## config.mk

```make
export PLATFORM = sky130hd
export DESIGN_NAME = mpmc11_port_arbiter
export DESIGN_NICKNAME = d
export VERILOG_FILES = /design/src/rtl/mpmc11_pkg.sv /design/src/rtl/mpmc11_rr_pick.sv /design/src/rtl/mpmc11_port_arbiter.sv
export SDC_FILE = /design/constraint.sdc
export NUM_CORES = 1
export LEC_CHECK = 0
export CAP_MARGIN = 20
export CORE_MARGIN = 2
export CORE_UTILIZATION = 54
export CTS_CLUSTER_DIAMETER = 150
export DETAILED_ROUTE_END_ITERATION = 10
export GPL_TIMING_DRIVEN = 0
export PLACE_DENSITY_LB_ADDON = 0.05
export SYNTH_ARGS = -nofsm -noshare
export SYNTH_HDL_FRONTEND = slang
export SYNTH_HIERARCHICAL = 1
export SYNTH_SLANG_ARGS = --single-unit
```

## constraint.sdc

```tcl
create_clock -name i_clk -period 4.1 [get_ports i_clk]
set_input_delay 0.82 -clock i_clk [delete_from_list [all_inputs] [get_ports i_clk]]
set_output_delay 0.82 -clock i_clk [all_outputs]
set_load 0.02 [all_outputs]
```

## src/rtl/mpmc11_pkg.sv

```systemverilog
// Shared types for the mpmc11 port arbiter: FSM state encoding and port id width.
package mpmc11_pkg;

  localparam int PORT_W = 4;

  typedef logic [PORT_W-1:0] port_id_t;

  typedef enum logic [1:0] {
    ST_IDLE  = 2'd0,
    ST_GRANT = 2'd1,
    ST_BUSY  = 2'd2,
    ST_TURN  = 2'd3
  } arb_state_t;

endpackage

```

## src/rtl/mpmc11_rr_pick.sv

```systemverilog
// Combinational round-robin picker: first set request at or after i_start, wrapping mod NPORT.
module mpmc11_rr_pick
  import mpmc11_pkg::*;
#(
  parameter int NPORT = 8,
  parameter int PTR_W = $clog2(NPORT)
) (
  input  logic [NPORT-1:0] i_req,
  input  logic [PTR_W-1:0] i_start,
  output logic [NPORT-1:0] o_onehot,
  output port_id_t         o_id,
  output logic             o_any
);

  logic [PTR_W:0]   w_sum;
  logic [PTR_W-1:0] w_idx;

  always_comb begin
    o_onehot = '0;
    o_id     = '0;
    o_any    = 1'b0;
    w_sum    = '0;
    w_idx    = '0;
    for (int i = 0; i < NPORT; i++) begin
      // start < NPORT and i < NPORT, so one conditional subtract performs the wrap
      w_sum = {1'b0, i_start} + (PTR_W+1)'(i);
      if (w_sum >= (PTR_W+1)'(NPORT)) begin
        w_sum = w_sum - (PTR_W+1)'(NPORT);
      end
      w_idx = w_sum[PTR_W-1:0];
      if (!o_any && i_req[w_idx]) begin
        o_any           = 1'b1;
        o_onehot[w_idx] = 1'b1;
        o_id            = port_id_t'(w_idx);
      end
    end
  end

endmodule

```

## src/rtl/mpmc11_port_arbiter.sv

```systemverilog
// Round-robin arbiter for the shared controller command slot, with high/normal priority,
// post-completion turnaround gap and a busy watchdog.
//
// state    | meaning
// IDLE     | no grant; pick a winner from the eligible request set
// GRANT    | grant presented, waiting for cmd_accept (or request withdrawal)
// BUSY     | command accepted, waiting for done; watchdog running
// TURN     | grant dropped, TURN idle cycles before arbitrating again
module mpmc11_port_arbiter
  import mpmc11_pkg::*;
#(
  parameter int NPORT   = 8,
  parameter int TURN    = 1,
  parameter int TIMEOUT = 255
) (
  input  logic             i_clk,
  input  logic             i_rst,
  input  logic [NPORT-1:0] i_req,
  input  logic [NPORT-1:0] i_hi_pri,
  input  logic             i_cmd_accept,
  input  logic             i_done,
  output logic [NPORT-1:0] o_gnt,
  output logic             o_gnt_valid,
  output port_id_t         o_port,
  output logic             o_timeout_err
);

  localparam int PTR_W = $clog2(NPORT);
  localparam int WD_W  = $clog2(TIMEOUT+1);

  arb_state_t       r_state;
  logic [PTR_W-1:0] r_ptr;
  logic [WD_W-1:0]  r_wd;
  logic [2:0]       r_turn;
  logic [NPORT-1:0] r_gnt;
  logic             r_gnt_valid;
  port_id_t         r_port;
  logic             r_timeout_err;

  logic [NPORT-1:0] w_hi_set;
  logic [NPORT-1:0] w_hi_gnt;
  logic [NPORT-1:0] w_nr_gnt;
  port_id_t         w_hi_id;
  port_id_t         w_nr_id;
  logic             w_hi_any;
  logic             w_nr_any;
  logic [NPORT-1:0] w_win_gnt;
  port_id_t         w_win_id;
  logic [PTR_W-1:0] w_port_ptr;
  logic [PTR_W-1:0] w_ptr_next;
  logic             w_wd_hit;

  assign w_hi_set = i_req & i_hi_pri;

  mpmc11_rr_pick #(.NPORT(NPORT), .PTR_W(PTR_W)) u_pick_hi (
    .i_req    (w_hi_set),
    .i_start  (r_ptr),
    .o_onehot (w_hi_gnt),
    .o_id     (w_hi_id),
    .o_any    (w_hi_any)
  );

  mpmc11_rr_pick #(.NPORT(NPORT), .PTR_W(PTR_W)) u_pick_nr (
    .i_req    (i_req),
    .i_start  (r_ptr),
    .o_onehot (w_nr_gnt),
    .o_id     (w_nr_id),
    .o_any    (w_nr_any)
  );

  assign w_win_gnt  = w_hi_any ? w_hi_gnt : w_nr_gnt;
  assign w_win_id   = w_hi_any ? w_hi_id  : w_nr_id;
  assign w_port_ptr = r_port[PTR_W-1:0];
  assign w_ptr_next = (w_port_ptr == PTR_W'(NPORT-1)) ? '0 : w_port_ptr + PTR_W'(1);
  // abort on the BUSY cycle whose increment would bring the count to TIMEOUT
  assign w_wd_hit   = (r_wd >= WD_W'(TIMEOUT-1));

  always_ff @(posedge i_clk) begin
    if (i_rst) begin
      r_state       <= ST_IDLE;
      r_ptr         <= '0;
      r_wd          <= '0;
      r_turn        <= '0;
      r_gnt         <= '0;
      r_gnt_valid   <= 1'b0;
      r_port        <= '0;
      r_timeout_err <= 1'b0;
    end else begin
      r_timeout_err <= 1'b0;
      case (r_state)
        ST_IDLE: begin
          if (w_nr_any) begin
            r_gnt       <= w_win_gnt;
            r_port      <= w_win_id;
            r_gnt_valid <= 1'b1;
            r_state     <= ST_GRANT;
          end
        end
        ST_GRANT: begin
          if (i_cmd_accept) begin
            r_ptr   <= w_ptr_next;
            r_wd    <= '0;
            r_state <= ST_BUSY;
          end else if (!i_req[w_port_ptr]) begin
            r_gnt       <= '0;
            r_gnt_valid <= 1'b0;
            r_port      <= '0;
            r_state     <= ST_IDLE;
          end
        end
        ST_BUSY: begin
          if (i_done) begin
            r_gnt       <= '0;
            r_gnt_valid <= 1'b0;
            r_port      <= '0;
            if (TURN > 0) begin
              r_turn  <= 3'(TURN-1);
              r_state <= ST_TURN;
            end else begin
              r_state <= ST_IDLE;
            end
          end else if (w_wd_hit) begin
            r_gnt         <= '0;
            r_gnt_valid   <= 1'b0;
            r_port        <= '0;
            r_timeout_err <= 1'b1;
            r_state       <= ST_IDLE;
          end else begin
            r_wd <= r_wd + WD_W'(1);
          end
        end
        ST_TURN: begin
          if (r_turn == 3'd0) begin
            r_state <= ST_IDLE;
          end else begin
            r_turn <= r_turn - 3'd1;
          end
        end
        default: r_state <= ST_IDLE;
      endcase
    end
  end

  assign o_gnt         = r_gnt;
  assign o_gnt_valid   = r_gnt_valid;
  assign o_port        = r_port;
  assign o_timeout_err = r_timeout_err;

endmodule

```

**Yosys cells after proc, flatten, opt, wreduce, memory -nomap -nowiden**

Index checks and enable logic that the tools add are counted.

- Add/sub/neg operators: 18
- Multiply operators: 0
- Div/mod/pow operators: 0
- $lt $le $gt $ge: 26
- Equal/unequal tests: 15
- Shift operators: 0
- Mux-type cells: 142
- Bitwise operators: 16
- Reduce and logical (&&, ||, !) cells: 47

Operators with widths:

| cell | count |
|---|---|
| 2-to-1 mux 8 bit | 25 |
| OR 8 bit | 14 |
| 2-to-1 mux 3 bit | 27 |
| binary-select mux 1 bit (select 3 bit) | 17 |
| 2-to-1 mux 1 bit | 47 |
| less-than comparator 3 x 4 -> 1 bit (second input constant) | 9 |
| greater-or-equal comparator 4 bit (second input constant) | 7 |
| subtractor 3 x 1 -> 3 bit (second input constant) | 9 |
| demux 1 bit (select 3 bit) | 8 |
| greater-or-equal comparator 3 x 1 -> 1 bit (second input constant) | 8 |
| 2-to-1 mux 4 bit | 6 |
| case mux 8 bit (3 select lines) | 1 |
| logical AND 1 bit | 22 |
| adder 3 x 3 -> 4 bit (second input constant) | 4 |
| != test 2 bit (second input constant) | 8 |
| case mux 8 bit (2 select lines) | 1 |
| zero test 1 bit | 14 |
| 2-to-1 mux 2 bit | 6 |
| case mux 4 bit (3 select lines) | 1 |
| adder 3 x 2 -> 4 bit (second input constant) | 2 |
| adder 8 x 1 -> 8 bit (second input constant) | 1 |
| AND 8 bit | 1 |
| greater-or-equal comparator 8 bit (second input constant) | 1 |
| case mux 2 bit (4 select lines) | 1 |
| 20 further kinds | 24 |

- Register bits: 30
- Latch bits: 0
- RAM bits: 0
- Memory bits (read-only): 0
- Input bits: 20
- Memories: 0

**Longest topological paths before layout**

Gate-level depths: netlist of the first run.

- Depth in word-level cells: 29
- Depth in mapped cells: 16
- Mapped depth without buffers: 12

**Cells and area by module**

The synthesis of the first run kept the hierarchy.

Modules (own cells, without submodules):

| module | instances | cells an instance | area each (sq um) | seq. area each (sq um) |
|---|---|---|---|---|
| mpmc11_port_arbiter | 1 | 203 | 1761.7 | 600.6 |
| mpmc11_rr_pick at u_pick_hi | 1 | 138 | 1216.2 | 0.0 |
| mpmc11_rr_pick at u_pick_nr | 1 | 133 | 1191.1 | 0.0 |

**Worst setup path after synthesis of the first run**

No wires, ideal clock.

- Path type: reg2reg
- From: register r_ptr[1]
- To: register r_gnt[6], in the netlist o_gnt[6]
- Library setup time: 0.071 ns
- Arrival time: 3.872 ns
- Data required time: 4.029 ns
- Slack: 0.157 ns
- Cell stages (with the launch flop): 15
- Buffers on the path: 2
- Clock period less this slack: 3.943 ns
- Cells stage by stage: dfxtp_1 clkbuf_1 inv_1 ha_1 buf_6 mux4_2 mux2_4 or4b_4 nor2_1 a21oi_1 mux2i_1 mux2_2 mux2i_1 or4_1 a21oi_1

- Word-level cells in the longest chain between the ends: 29
- Elaborated cells between the ends (all ways): 182
- Those cells by class: 15 x add/sub; 24 x order compare; 1 x eq/ne; 91 x mux; 14 x bitwise; 37 x reduce/logical

Ends and longest elaborated chain:

| item | RTL line | source |
|---|---|---|
| start, declared | mpmc11_port_arbiter.sv:32 | `logic [PTR_W-1:0] r_ptr;` |
| start signal, assigned | mpmc11_port_arbiter.sv:101 | `r_ptr <= w_ptr_next;` |
| branches (longest 25 deep; another with adder 3 x 1 -> 4 bit) | - |  |
| 2-to-1 mux 8 bit * | mpmc11_rr_pick.sv:31 | `if (!o_any && i_req[w_idx]) begin` |
| net w_nr_gnt[6] | mpmc11_port_arbiter.sv:42 | `logic [NPORT-1:0] w_nr_gnt;` |
| 2-to-1 mux 8 bit * | mpmc11_port_arbiter.sv:71 | `assign w_win_gnt = w_hi_any ? w_hi_gnt : w_nr_gnt;` |
| 2-to-1 mux 8 bit * | mpmc11_port_arbiter.sv:92 | `if (w_nr_any) begin` |
| case mux 8 bit (3 select lines) * | mpmc11_port_arbiter.sv:90 | `case (r_state)` |
| end signal, assigned | mpmc11_port_arbiter.sv:93 | `r_gnt <= w_win_gnt;` |
| end, declared | mpmc11_port_arbiter.sv:35 | `logic [NPORT-1:0] r_gnt;` |

Mark *: on every way through the listed nets, which the timed path passes. The select of a mux whose other input is x is not followed.
A chain may end at the register's enable or synchronous reset.

**Worst setup path after layout of the first run**

- From: register r_ptr[0]
- To: register r_port[2], in the netlist o_port[2]

- Word-level cells in the longest chain between the ends: 29
- Elaborated cells between the ends (all ways): 128
- Those cells by class: 15 x add/sub; 8 x order compare; 1 x eq/ne; 75 x mux; 29 x reduce/logical

Ends and longest elaborated chain:

| item | RTL line | source |
|---|---|---|
| branches (longest 25 deep; another with adder 3 x 1 -> 4 bit) | - |  |
| 2-to-1 mux 3 bit * | mpmc11_rr_pick.sv:31 |  |
| net w_hi_id[2] | mpmc11_port_arbiter.sv:43 | `port_id_t w_hi_id;` |
| 2-to-1 mux 4 bit * | mpmc11_port_arbiter.sv:72 | `assign w_win_id = w_hi_any ? w_hi_id : w_nr_id;` |
| 2-to-1 mux 4 bit * | mpmc11_port_arbiter.sv:92 |  |
| case mux 4 bit (3 select lines) * | mpmc11_port_arbiter.sv:90 |  |
| end signal, assigned | mpmc11_port_arbiter.sv:94 | `r_port <= w_win_id;` |
| end, declared | mpmc11_port_arbiter.sv:37 | `port_id_t r_port;` |

Marks and branches as above.

==> results.md, run 1 <==
* Status: finished, final reports clean
* Initial antenna violation count at 0
* Hold Buf Count CTS at 0
* Largest net degree at the start of global routing at 16
* FF+latch area at 608 um^2
* Placer Congestion at 0.913
* Vias per std cell at 6.33
* Leak Pwr at 0.00192 uW
* Setup crit end kind: register
* GR Overflow Total at 0
* DIE AREA at 8440 um^2
* Yosys reg bits at 30
* Final Critical Period at 3.98 ns
* Vias in the first global route at 3757
* CTS tree: built
* Max Root-Sink Buffers at 2
* Final Hold Viols at 0
* Yosys cell types at 74
* Ant. Diodes at 0
* Later-pin clock latency in the skew report at 0.28 ns
* Post-Syn Instances at 474
* Global Route Usage Sum at 0.268
* CTS Sinks at 30
* First-iteration detailed-routing DRC count at 249
* Post-DP HPWL at 8570 um
* Die Ht at 91.9 um
* Final #Nets at 565
* Netlist area before placement at 4170 um^2
* Routed len/inst at 17.9 um
* Synthesized area per cell at 8.80 um^2
* Port buffer count at 33
* Final period util at 0.971
* Syn Nets at 516
* Clock transition at path regs at 0.06 ns
* Peak Freq at 0.251 GHz
* Depth of the CTS H-tree at 2
* Inserted Clock Buffers at 5
* Max-cap violation count at 0
* Rows at 32
* DRC violations left at 0
* Pwr Density at 333 nW/um^2
* CP arrival at 4.13 ns
* Drt total wl at 11200 um
* Slew HR at 0.432
* FF-to-FF setup slack at 0.12 ns
* Asr flop ratio synth at 0
* Register area share after synthesis at 0.144
* Detail Route Antenna Nets at 0
* DRT Pass-1 Iters at 6
* Worst Tran Pin Value at 0.849 ns
* Final hold slack at 0.473 ns
* DR vias at 3960
* Crit Path Class: reg -> reg
* Pwr Total at 1640 uW
* Footprint of the multi-input gates at 3430 um^2
* Fin. max-slew vios at 0
* Worst IR Drop VDD at 158 uV
* Synthesis warning total at 6
* Prevailing post-synth register cell: dfxtp_1
* Crit path max fanout at 10
* Worst setup SP type: register
* Worst Skew at 0.00439 ns
* Area Overhead vs Synth at 18.4%
* CORE AREA at 7610 um^2
* Number of flops mapped to enable cells by yosys at 0
* Share of cells above drive strength 1 at 0.216
* Clock Tree Root: clkbuf_8
* DIE WIDTH at 91.9 um
* Global-route wire length before repair at 18500 um
* Top Ports at 34
* Worst hold path class: reg -> reg
* Worst EP required at 4.25 ns
* Fill count at 664
* Number of setup violations in the final report at 0
* Initial Util at 0.548
## final cells by class
| class | instances | share of cell area |
|---|---|---|
| plain buffers | 27 | 0.0413 |
| clock inverters | 1 | 0.00101 |
| well taps | 102 | 0.0259 |
| flip-flops and latches | 30 | 0.123 |
| clock buffers | 7 | 0.0175 |
| multi-input cells | 397 | 0.694 |
| inverters | 20 | 0.0157 |
| repair buffers | 42 | 0.0811 |
## power by group
| group | total, uW | leakage (uW) | switching, uW | internal [uW] |
|---|---|---|---|---|
| logic | 1060 | 0.00163 | 581 | 475 |
| clock network | 247 | 0.0000482 | 112 | 135 |
| registers | 341 | 0.000244 | 25.1 | 316 |
## flip-flops by register name, indices dropped and copies added, names as in the netlist
name           flops
r_state            2
r_wd               8
r_turn             3
o_gnt_valid        1
o_timeout_err      1
r_ptr              3
o_gnt              8
o_port             4
## per-stage QoR
step	TNS (ns)	setup WS, ns	util	std cells	area, um^2
5_1_grt	-0.0831	-0.0239	0.649	626	4940
6_report	0	0.121	0.649	626	4940
4_1_cts	-0.0176	-0.0176	0.625	617	4760
3_3_place_gp	-8.14	-0.710	0.608	609	4630
3_5_place_dp	-8.51	-0.739	0.608	609	4630
2_1_floorplan	0	0.157	-	474	4170
## final timing paths
path | startpoint | endpoint | cells past startpoint
hold / removal | o_gnt[2] | o_gnt[2] | 2
hold reg to reg | o_gnt[2] | o_gnt[2] | 2
setup reg to reg | r_ptr[0] | o_port[2] | 15
setup / recovery | r_ptr[0] | o_port[2] | 15
## critical path, cell delays in order (launching register included)
cell and delay [ns]:
dfxtp_4 0.39, buf_4 0.17, inv_2 0.05, clkbuf_4 0.22
ha_4 0.33, buf_6 0.16, mux2_4 0.32, mux4_2 0.60
buf_4 0.18, a32oi_2 0.22, a31oi_1 0.12, or3_1 0.37
a211o_1 0.29, mux2i_1 0.22, or4_1 0.14, a21oi_1 0.06
## per-layer routing
metal,GRT usage,vias to the layer above,share of wire
met5,0,-,0
met4,0.0485,0,0.011
met3,0.0279,10,0.049
met2,0.453,115,0.49
met1,0.375,1913,0.45
li1,-,1922,-
## cells in the final DEF, fill, tap and decap left out, types with 4 or more instances in the layout
cell type         n
o31ai_1           4
mux2i_4           5
a21oi_1          32
nand3_1           9
mux2i_1          42
xnor2_1           5
mux4_2           18
a222oi_1          8
ha_1             21
dfxtp_1          28
a31oi_1           6
xor2_1            6
clkbuf_4          4
clkdlybuf4s50_1  26
mux2_2           15
a21boi_1          4
o21ai_0          27
buf_4            14
nand2_1          27
clkbuf_1          8
and2_1            8
or4_1            14
clkbuf_8          7
nand2b_1          8
buf_6             5
inv_1            17
dlygate4sd2_1     4
nor2_1           35
nor3_1           16
mux2_4            8
## cells by family after synthesis
family,count (synthesis),synth area share
and+or+nand+nor,152,0.213
AOI/OAI and AO/OA,118,0.190
muxes,92,0.301
buffers and inverters,47,0.0600
DFF,30,0.144
adders and majority gates,22,0.0660
xor gates and xnor gates,11,0.0231
other,2,0.00180
## timing repair
| item | CTS | global route |
|---|---|---|
| setup buffers | 0 | 9 |
| endpoints found under the setup margin | 15 | 13 |
| resized for setup | 20 | 32 |
| pin swaps | 0 | 3 |
## cell usage after synthesis (all sizes together), types with 15 or more instances
cell type	n	area share
a21oi	34	0.041
nand2	28	0.026
buf	15	0.029
or4	15	0.027
nor2	35	0.032
mux2i	48	0.12
ha	22	0.066
mux4	20	0.11
mux2	24	0.070
nor3	18	0.024
dfxtp	30	0.14
o21ai	29	0.035
inv	19	0.017
Note: power is estimated with default switching activity, not from simulation.
==> run 2, diff against run 1 <==
- CORE_MARGIN: 2 -> 4
==> results.md, run 2 (synthesized netlist as in run 1, its figures left out) <==
* Final #Nets at 572 (was 565)
* DR vias at 4016 (was 3960)
* Number of setup violations in the final report at 0 (unchanged)
* Max-cap violation count at 0 (unchanged)
* CTS Sinks at 30 (unchanged)
* Post-DP HPWL at 8610 um (was 8570 um)
* Inserted Clock Buffers at 5 (unchanged)
* Hold Buf Count CTS at 0 (unchanged)
* CP arrival at 4.20 ns (was 4.13 ns)
* Worst Skew at 0.0101 ns (was 0.00439 ns)
* Port buffer count at 33 (unchanged)
* Slew HR at 0.414 (was 0.432)
* Vias per std cell at 6.37 (was 6.33)
* First-iteration detailed-routing DRC count at 188 (was 249)
* Fin. max-slew vios at 0 (unchanged)
* Max Root-Sink Buffers at 2 (unchanged)
* Top Ports at 34 (unchanged)
* Share of cells above drive strength 1 at 0.230 (was 0.216)
* Initial antenna violation count at 0 (unchanged)
* Most Frequent Cell on Critical Path: mux2i_1 (was buf_4)
* Final period util at 0.972 (was 0.971)
* Final Hold Viols at 0 (unchanged)
* Routed len/inst at 18.1 um (was 17.9 um)
* DRT Pass-1 Iters at 6 (unchanged)
* Ant. Diodes at 0 (unchanged)
* Crit path max fanout at 8 (was 10)
* Global-route wire length before repair at 18300 um (was 18500 um)
* Worst setup SP type: primary input (was register)
* Post-route setup TNS at 0 ns (unchanged)
* DIE AREA at 9190 um^2 (was 8440 um^2)
* Worst EP required at 4.32 ns (was 4.25 ns)
* Worst Tran Pin Value at 0.875 ns (was 0.849 ns)
* CORE AREA at 7370 um^2 (was 7610 um^2)
* Placer Congestion at 0.936 (was 0.913)
* Later-pin clock latency in the skew report at 0.29 ns (was 0.28 ns)
* Clock Tree Root: clkbuf_8 (unchanged)
* Worst hold path class: reg -> reg (unchanged)
* Global Route Usage Sum at 0.251 (was 0.268)
* Crit Path Class: in -> reg (was reg -> reg)
* Final Cell Area at 4990 um^2 (was 4940 um^2)
* Worst Path Buf+Inv at 2 (was 5)
* Peak Freq at 0.251 GHz (about the same)
* Most common cell after layout, fill and taps aside: mux2i_1 (unchanged)
* Worst r2r path cells at 15 (unchanged)
* Status: finished, final reports clean (unchanged)
* Leak Pwr at 0.00197 uW (was 0.00192 uW)
* Largest net degree at the start of global routing at 16 (unchanged)
* Setup crit end kind: register (unchanged)
* Detail Route Antenna Nets at 0 (unchanged)
* Crit-path cells: clkdlybuf4s50_1 > and2_2 > mux4_2 > mux2_2 > and4b_1 > buf_4 > nand2_2 > nor3b_4 > a21boi_1 > mux2i_1 > mux2i_1 > or4_1 > a21oi_1 (was buf_4 > inv_2 > clkbuf_4 > ha_4 > buf_6 > mux2_4 > mux4_2 > buf_4 > a32oi_2 > a31oi_1 > or3_1 > a211o_1 > mux2i_1 > or4_1 > a21oi_1)
* Rows at 31 (was 32)
* Initial Util at 0.566 (was 0.548)
* DRC violations left at 0 (unchanged)
* Vias in the first global route at 3674 (was 3757)
* Area Overhead vs Synth at 19.6% (was 18.4%)
* GR Overflow Total at 0 (unchanged)
* Final Critical Period at 3.99 ns (was 3.98 ns)
* Crit path depth at 13 (was 15)
* DIE WIDTH at 95.9 um (was 91.9 um)
* CTS tree: built (unchanged)
* Clock transition at path regs at 0.07 ns (was 0.06 ns)
* Crit-path slowest cell: clkdlybuf4s50_1 (was mux4_2)
* Depth of the CTS H-tree at 2 (unchanged)
* Most frequent cells in the layout: mux2i_1 (41), nor2_1 (35), a21oi_1 (33) (was mux2i_1 (42), nor2_1 (35), a21oi_1 (32))
* Placed inst area at 4620 um^2 (was 4630 um^2)
* Pwr Density at 330 nW/um^2 (was 333 nW/um^2)
* Die Ht at 95.9 um (was 91.9 um)
* Drt total wl at 11400 um (was 11200 um)
* Delay of the slowest cell on the worst path at 0.49 ns (was 0.60 ns)
* Worst IR Drop VDD at 184 uV (was 158 uV)
* Top delay family on crit path: simple AND/OR/NAND/NOR gates (was multiplexers)
* Hold path cells at 2 (unchanged)
[run 2: cell count changes in the layout (fill, tap and decap cells not counted), sizes merged]
cell	delta
dlymetal6s2s	+2
dlygate4sd2	-2
clkbuf	-1
buf	+8
[run 2: area by class of cell]
type | count | area (um^2)
buffer | 27 | 205
clock buffer | 7 | 86.3
multi-input combinational | 397 | 3420
tap | 99 | 124
inverter | 20 | 77.6
sequential | 30 | 608
timing repair buffer | 49 | 460
fill | 603 | 2380
clock inverter | 1 | 5.00
[run 2: where the power goes]
part	internal (uW)	switching, uW	total (uW)
Clock	135	111	246
Combinational	481	579	1060
Sequential	316	25.4	342
Total	932	715	1650
[run 2: worst paths after layout]
path | start | end | slack, ns
worst max register to register | r_ptr[0] | o_gnt[0] | 0.12
worst min register to register | o_gnt[3] | o_gnt[3] | 0.48
worst min-delay path | o_gnt[3] | o_gnt[3] | 0.48
worst max-delay path | i_req[2] | o_gnt[0] | 0.11
[run 2: layer usage]
metal / track usage / wire [um] / up-vias
met1: 0.356 / 4970 / 1898
met2: 0.399 / 5500 / 165
met3: 0.0313 / 722 / 16
li1: - / - / 1937
met4: 0.0711 / 179 / 0
met5: 0 / 0 / -
[run 2: what timing repair did]
item,4_1_cts,5_1_grt
hold endpoints to repair,0,0
setup endpoints to repair,14,11
buffers inserted,0,16
pin swaps,0,5
resized for setup,16,37
[run 2: tightest hold or removal path: cells and delay by family, from the launching register on]
family / cells / cell delay (ns)
compound gates: 2 / 0.13
flops: 1 / 0.31
[run 2: through the flow]
stage	instances	worst slack [ns]	hold WS (ns)	util	total power [uW]
2_1_floorplan	474	0.157	0.448	-	1070
3_5_place_dp	606	-0.775	0.468	0.627	1310
4_1_cts	614	0.0000977	0.477	0.644	1570
6_report	630	0.114	0.475	0.677	1650
3_3_place_gp	606	-0.636	0.463	0.627	1290
5_1_grt	630	-0.0561	0.501	0.677	1750
==> run 3, diff against run 2 <==
- RECOVER_POWER: not set -> 50
==> results.md, run 3 (synthesized netlist as in run 1, its figures left out) <==
* DR vias at 4014 (was 4016)
* Footprint of the multi-input gates at 3420 um^2 (unchanged)
* Setup crit end kind: register (unchanged)
* Inserted Clock Buffers at 5 (unchanged)
* Post-route setup TNS at 0 ns (unchanged)
* Rows at 31 (unchanged)
* Ant. Diodes at 0 (unchanged)
* First-iteration detailed-routing DRC count at 199 (was 188)
* Worst Skew at 0.0100 ns (was 0.0101 ns)
* Worst EP required at 4.32 ns (about the same)
* CP arrival at 4.21 ns (was 4.20 ns)
* Initial antenna violation count at 0 (unchanged)
* Post-DP HPWL at 8610 um (unchanged)
* Clock Tree Root: clkbuf_8 (unchanged)
* Largest net degree at the start of global routing at 16 (unchanged)
* Peak Freq at 0.251 GHz (about the same)
* Most common cell after layout, fill and taps aside: mux2i_1 (unchanged)
* Vias per std cell at 6.37 (about the same)
* Die Ht at 95.9 um (unchanged)
* Clock transition at path regs at 0.07 ns (about the same)
* Final period util at 0.973 (was 0.972)
* Number of setup violations in the final report at 0 (unchanged)
* Top Ports at 34 (unchanged)
* Crit path max fanout at 8 (unchanged)
* CORE AREA at 7370 um^2 (unchanged)
* Port buffer count at 33 (unchanged)
* Detail Route Antenna Nets at 0 (unchanged)
* Final hold slack at 0.472 ns (was 0.475 ns)
* Max Root-Sink Buffers at 2 (unchanged)
* Worst setup SP type: primary input (unchanged)
* Placer Congestion at 0.936 (unchanged)
* Crit Path Class: in -> reg (unchanged)
* Worst IR Drop VDD at 183 uV (was 184 uV)
* FF+latch area at 608 um^2 (unchanged)
* Most frequent cells in the layout: mux2i_1 (41), nor2_1 (35), a21oi_1 (33) (unchanged)
* Placed insts at 606 (unchanged)
* DRT Pass-1 Iters at 5 (was 6)
* CTS tree: built (unchanged)
* Final Critical Period at 3.99 ns (about the same)
* Met3 Use GR at 0.0313 (unchanged)
* Drt total wl at 11300 um (was 11400 um)
* Leak Pwr at 0.00201 uW (was 0.00197 uW)
* Setup WS post-layout at 0.112 ns (was 0.114 ns)
* DRC violations left at 0 (unchanged)
* Global Route Usage Sum at 0.251 (unchanged)
* Dpl ws at -0.775 ns (unchanged)
* Slew HR at 0.410 (was 0.414)
* GR Overflow Total at 0 (unchanged)
* Worst hold path class: reg -> reg (unchanged)
* GRT met2 Usage at 0.399 (unchanged)
* Initial Util at 0.566 (unchanged)
* Pwr Total at 1640 uW (was 1650 uW)
* Layer with the highest usage: met2 (unchanged)
* DIE WIDTH at 95.9 um (unchanged)
* Hold Buf Count CTS at 0 (unchanged)
* Max-cap violation count at 0 (unchanged)
* Vias in the first global route at 3674 (unchanged)
* Met1 GRT Util at 0.356 (unchanged)
* DIE AREA at 9190 um^2 (unchanged)
* Fin. max-slew vios at 0 (unchanged)
* Share of cells above drive strength 1 at 0.230 (unchanged)
* Depth of the CTS H-tree at 2 (unchanged)
* Later-pin clock latency in the skew report at 0.29 ns (about the same)
* Worst Tran Pin Value at 0.883 ns (was 0.875 ns)
* CTS Sinks at 30 (unchanged)
* Status: finished, final reports clean (unchanged)
* Area Overhead vs Synth at 19.6% (unchanged)
* Global-route wire length before repair at 18300 um (unchanged)
* Final #Nets at 572 (unchanged)
* Routed len/inst at 18.0 um (was 18.1 um)
* Pwr Density at 329 nW/um^2 (was 330 nW/um^2)
* Post-Layout Cell Count at 630 (unchanged)
* Final Hold Viols at 0 (unchanged)
* Fill count at 603 (unchanged)
==> run 3: per-stage QoR <==
step	util	cell area, um^2
4_1_cts	0.644	4750
6_report	0.677	4990
5_1_grt	0.677	4990
2_1_floorplan	-	4170
3_3_place_gp	0.627	4620
3_5_place_dp	0.627	4620
==> run 3: path summary, 6_finish.rpt <==
| kind | slack, ns | cells past startpoint | to | start |
|---|---|---|---|---|
| worst max-delay path | 0.11 | 13 | o_gnt[6] | i_req[2] |
| worst min-delay path | 0.47 | 2 | o_gnt[3] | o_gnt[3] |
| worst max register to register | 0.13 | 15 | o_port[2] | r_ptr[0] |
| worst min register to register | 0.47 | 2 | o_gnt[3] | o_gnt[3] |
==> run 3: critical path, cell delays in order <==
cell             delay, ns
clkdlybuf4s50_1       0.50
and2_2                0.29
mux4_2                0.46
mux2_2                0.32
and4b_1               0.25
buf_4                 0.15
nand2_2               0.12
nor3b_4               0.31
a21boi_1              0.14
mux2i_1               0.16
mux2i_1               0.09
or4_1                 0.45
a21oi_2               0.16
==> run 3: area by class of cell <==
class                   count  area share
plain buffers              27      0.0412
clock buffers               7      0.0173
clock inverters             1     0.00100
inverters                  20      0.0156
multi-input cells         397       0.686
flip-flops and latches     30       0.122
well taps                  99      0.0248
repair buffers             49      0.0923
==> run 3: layer usage <==
layer,share of wire,vias up
met4,0.019,0
met2,0.48,154
met5,0,-
met3,0.063,20
met1,0.44,1897
li1,-,1943
==> run 3: power by group <==
part / leakage (uW) / internal, uW / switching, uW
Combinational: 0.00172 / 474 / 578
Clock: 0.0000482 / 135 / 110
Sequential: 0.000244 / 316 / 24.6
Total: 0.00201 / 926 / 713
==> run 3: timing repair <==
action / CTS / global route
setup endpoints to repair: 14 / 11
gates resized for setup: 16 / 37
buffers inserted: 0 / 16
pin swaps: 0 / 5
